--- src/rtl/e203_dtcm_icb2ram.sv ---
// ICB-to-SRAM bridge for the DTCM: one-cycle RAM read latency, response stage s1
// plus a single hold buffer so two responses can be outstanding without loss.
module e203_dtcm_icb2ram #(
    parameter int RAM_AW = 13,
    parameter int RAM_DW = 32,
    parameter int ICB_AW = 16,
    localparam int RAM_MW = RAM_DW / 8
) (
    input  logic              clk,
    input  logic              rst_n,

    input  logic              icb_cmd_valid,
    output logic              icb_cmd_ready,
    input  logic              icb_cmd_read,
    input  logic [ICB_AW-1:0] icb_cmd_addr,
    input  logic [RAM_DW-1:0] icb_cmd_wdata,
    input  logic [RAM_MW-1:0] icb_cmd_wmask,

    output logic              icb_rsp_valid,
    input  logic              icb_rsp_ready,
    output logic [RAM_DW-1:0] icb_rsp_rdata,
    output logic              icb_rsp_err,

    output logic              ram_cs,
    output logic              ram_we,
    output logic [RAM_AW-1:0] ram_addr,
    output logic [RAM_MW-1:0] ram_wem,
    output logic [RAM_DW-1:0] ram_din,
    input  logic [RAM_DW-1:0] ram_dout,
    output logic              ram_sd,
    output logic              ram_ds,
    output logic              ram_ls
);

    logic              s1_vld_reg;
    logic              s1_read_reg;
    logic              s1_err_reg;
    logic              s1_fresh_reg;
    logic [RAM_DW-1:0] s1_rdata_reg;
    logic              hold_vld_reg;
    logic              hold_err_reg;
    logic [RAM_DW-1:0] hold_rdata_reg;

    logic              cmd_accept;
    logic              in_range;
    logic [RAM_DW-1:0] s1_rdata;
    logic              hold_load;
    logic              s1_keep;
    logic              unused_addr_lsb;

    assign unused_addr_lsb = ^icb_cmd_addr[1:0];

    assign icb_cmd_ready = ~hold_vld_reg;
    assign cmd_accept    = icb_cmd_valid & icb_cmd_ready;
    assign in_range      = ~|icb_cmd_addr[ICB_AW-1:RAM_AW+2];

    assign ram_cs   = cmd_accept & in_range;
    assign ram_we   = ram_cs & ~icb_cmd_read;
    assign ram_addr = icb_cmd_addr[RAM_AW+1:2];
    assign ram_din  = icb_cmd_wdata;
    assign ram_sd   = 1'b0;
    assign ram_ds   = 1'b0;
    assign ram_ls   = 1'b0;

    generate
        for (genvar gi = 0; gi < RAM_MW; gi++) begin : g_wem
            assign ram_wem[gi] = ram_cs & icb_cmd_wmask[gi];
        end
    endgenerate

    // ram_dout is only trustworthy the cycle after the access, so a stalled s1
    // read keeps a private copy and uses it from the second cycle onward.
    assign s1_rdata = (s1_err_reg | ~s1_read_reg) ? '0 :
                      (s1_fresh_reg ? ram_dout : s1_rdata_reg);

    // s1 moves into hold when hold hands off (refill) or when s1 itself stalls
    // with hold empty; it only stays put when hold is stuck.
    assign hold_load = s1_vld_reg & (hold_vld_reg ? icb_rsp_ready : ~icb_rsp_ready);
    assign s1_keep   = s1_vld_reg & hold_vld_reg & ~icb_rsp_ready;

    assign icb_rsp_valid = hold_vld_reg | s1_vld_reg;
    assign icb_rsp_rdata = hold_vld_reg ? hold_rdata_reg : s1_rdata;
    assign icb_rsp_err   = hold_vld_reg ? hold_err_reg   : s1_err_reg;

    always_ff @(posedge clk or negedge rst_n) begin
        if (!rst_n) begin
            s1_vld_reg   <= 1'b0;
            s1_fresh_reg <= 1'b0;
            hold_vld_reg <= 1'b0;
        end else begin
            s1_fresh_reg <= cmd_accept;
            if (cmd_accept) begin
                s1_vld_reg <= 1'b1;
            end else if (!s1_keep) begin
                s1_vld_reg <= 1'b0;
            end
            if (hold_load) begin
                hold_vld_reg <= 1'b1;
            end else if (hold_vld_reg && icb_rsp_ready) begin
                hold_vld_reg <= 1'b0;
            end
        end
    end

    always_ff @(posedge clk) begin
        if (cmd_accept) begin
            s1_read_reg <= icb_cmd_read;
            s1_err_reg  <= ~in_range;
        end
        if (s1_fresh_reg) begin
            s1_rdata_reg <= ram_dout;
        end
        if (hold_load) begin
            hold_rdata_reg <= s1_rdata;
            hold_err_reg   <= s1_err_reg;
        end
    end

endmodule

--- config.mk ---
export PLATFORM = sky130hd
export DESIGN_NAME = e203_dtcm_icb2ram
export DESIGN_NICKNAME = d
export VERILOG_FILES = /design/src/rtl/e203_dtcm_icb2ram.sv
export SDC_FILE = /design/constraint.sdc
export NUM_CORES = 1
export LEC_CHECK = 0
export CAP_MARGIN = 20
export CORE_MARGIN = 2
export CORE_UTILIZATION = 42
export DETAILED_ROUTE_END_ITERATION = 12
export HOLD_SLACK_MARGIN = 0.12
export PLACE_DENSITY_LB_ADDON = 0.08
export SYNTH_ARGS = -nofsm -noshare
export SYNTH_HDL_FRONTEND = slang
export SYNTH_SLANG_ARGS = --single-unit
export TNS_END_PERCENT = 1
--- constraint.sdc ---
create_clock -name clk -period 6.95 [get_ports clk]
set_input_delay 1.39 -clock clk [delete_from_list [all_inputs] [get_ports clk]]
set_output_delay 1.39 -clock clk [all_outputs]
set_load 0.1 [all_outputs]
==> results.ini <==
[critical_path]
endpoint=ram_we
startpoint=icb_cmd_valid
r2r_start=hold_vld_reg
worstPathRequired_ns=5.56
worst_path_largest_cell_delay_ns=1.14
reg2reg_to=hold_rdata_reg[8]
r2r_cells=3
cpMaxStageDelayCell=clkdlybuf4s50_1
reg2reg_slack_ns=4.69
startpoint_type=input port
crit_arrival_ns=3.45
crit_type=input port to primary output
timing.critical_path.buf_inv=2
cp.depth=4
path_cells=clkdlybuf4s50_1 -> nor3b_2 -> nor2b_1 -> clkdlybuf4s50_1
crit_top_cell=clkdlybuf4s50_1
cpLargestDelayFamily=buffers and inverters
worst-path-max-fanout=6
end_kind=primary output

[final_layout]
diodes=0
layout-drive-gt1-share_pct=7.14
final_nets=435
syn_to_final_growth_pct=21.5

[cts]
clock_path_buffers=2
post_cts.repair.setup_buffers=0
path_clk_slew_ns=0.07
clock-root-buffer=clkbuf_8
cts.htree.levels=3
clock_latency_ns=0.33
cts-resized-gates=0
cts_sinks=70
ctsHoldBuffers=0
cts_inserted_buffers=9
cts_tree=yes

[timing]
max_freq_mhz=207
timing_hold_violations_final=0
fin_crit_sh_pct=69.7
slew_viol_final=0
setup-violations-final=0
worst_pin_slew_ns=1.01
slew_headroom_pct=32.2
rsz0062_at_grt=no
fin_crit_ns=4.84
fin_setup_tns_ns=0
skew_ns=0.00580

[drt]
vias=2040
ant_nets=0
dr.pass1.iters=4
drc=0
routed_wl_mm=6.06
avgRoutedWirePerCell_um=13.5
drt_iter0_markers=54
vias_per_cell=4.54

[run_status]
outcome=complete, no violations

[global_routing]
grt_pass1_wl_mm=9.61
track_usage_pct=14.8
grt_pass1_vias=2006
grt_overflow_total=0
antenna_found_initial=0
grt_max_degree=40

[yosys]
synth_edf_count=35
ys_ff_latch=70
netlist.area_leader.share_pct=32.8
ys_types=24
netlist_top_cells_area=edfxtp_1 (33%), dfxtp_1 (20%), buf_4 (12%), mux2i_1 (10%), o21ai_1 (4.5%)
synth-main-ff-cell=edfxtp_1
ys_async_sr_fraction_pct=4.29
synthTopCellsByCount=buf_4 (50), edfxtp_1 (35), inv_1 (33), nand2_1 (33)
syn_inst=310
yosysWarnings=0
netlist_area_sq_mm=0.00320
synth.avg_cell_area_sq_um=10.3
seq_area_frac_synth_pct=55.2
synth.most_common_cell=buf_4
yosysTopAreaCell=edfxtp_1

[floorplanning]
start_util_pct=43.7
io_pins=178
core_sq_mm=0.00733
die_x_um=91.3
row_count=31
die_y_um=91.3
dieArea_sq_mm=0.00834

[worst_hold_path]
hold_path.class=flop to flop

[placement]
numPortBuffers=82
globalplace.congestion=0.687
place_hpwl_mm=3.97

[flow_run]
cap_violations=0

-- through the flow --
step	cells	util [%]	hold slack [ns]	instance area, sq um	setup WS, ns
2_1_floorplan	312	-	0.444	3210	1.41
3_3_place_gp	433	50.8	0.457	3720	2.11
3_5_place_dp	433	50.8	0.462	3720	2.10
4_1_cts	449	53.1	0.480	3890	2.10
5_1_grt	449	53.1	0.501	3890	1.99
6_report	449	53.1	0.478	3890	2.11
-- per-layer routing --
layer	vias up	wire length (um)	global-route usage [%]
met2	74	2720	22.5
met3	27	433	4.48
met1	925	2640	18.0
li1	1014	-	-
met5	-	0	0
met4	0	260	10.2
-- how the worst min path moves through the flow --
stage                            end              from  slack, ns  depth (start not counted)
CTS                  s1_rdata_reg[4]   s1_rdata_reg[4]       0.48                          2
floorplan           s1_rdata_reg[27]  s1_rdata_reg[27]       0.44                          2
global placement    s1_rdata_reg[27]  s1_rdata_reg[27]       0.46                          2
global route         s1_rdata_reg[4]   s1_rdata_reg[4]       0.50                          2
detailed placement   s1_rdata_reg[4]   s1_rdata_reg[4]       0.46                          2
finish               s1_rdata_reg[4]   s1_rdata_reg[4]       0.48                          2
-- cell families (layout without fill, tap and decap cells) --
logic type               Yosys count  after routing  share of synthesized area [%]
other                              1              3                          0.117
multiplexers                      33             33                           10.4
flip-flops                        70             70                           55.2
adder cells (fa/ha/maj)            1              1                          0.391
buffers and inverters             95            133                           18.0
AND/OR/NAND/NOR                   76             76                           10.1
AO/OA/AOI/OAI                     34             34                           5.82
-- tightest hold or removal path, stage by stage, from the launching register on --
cell and delay [ns]:
dfxtp_1 0.31, mux2i_1 0.09, inv_1 0.06
-- layout make-up --
| cell class | instances | area, sq um |
|---|---|---|
| well taps | 99 | 124 |
| inverters | 33 | 124 |
| multi-input cells | 147 | 873 |
| fillers | 658 | 3440 |
| repair buffers | 84 | 836 |
| clock buffers | 10 | 128 |
| flip-flops and latches | 70 | 1770 |
| clock inverters | 6 | 37.5 |
-- cell usage in the layout, fill, tap and decap left out, drive strengths merged, types with 3 or more instances in the layout --
master | Yosys | final
nor2b | 3 | 3
inv | 33 | 34
nand2 | 33 | 33
clkinv | 0 | 3
mux2i | 32 | 32
nor2 | 32 | 32
and2 | 4 | 4
clkbuf | 4 | 10
conb | 1 | 3
clkdlybuf4s50 | 0 | 82
dfrtp | 3 | 3
o21ai | 32 | 32
edfxtp | 35 | 35
dfxtp | 32 | 32
Power is left out: the tool's default activity adds up to more than one toggle a clock period on the data nets, which glitch-free logic cannot reach.
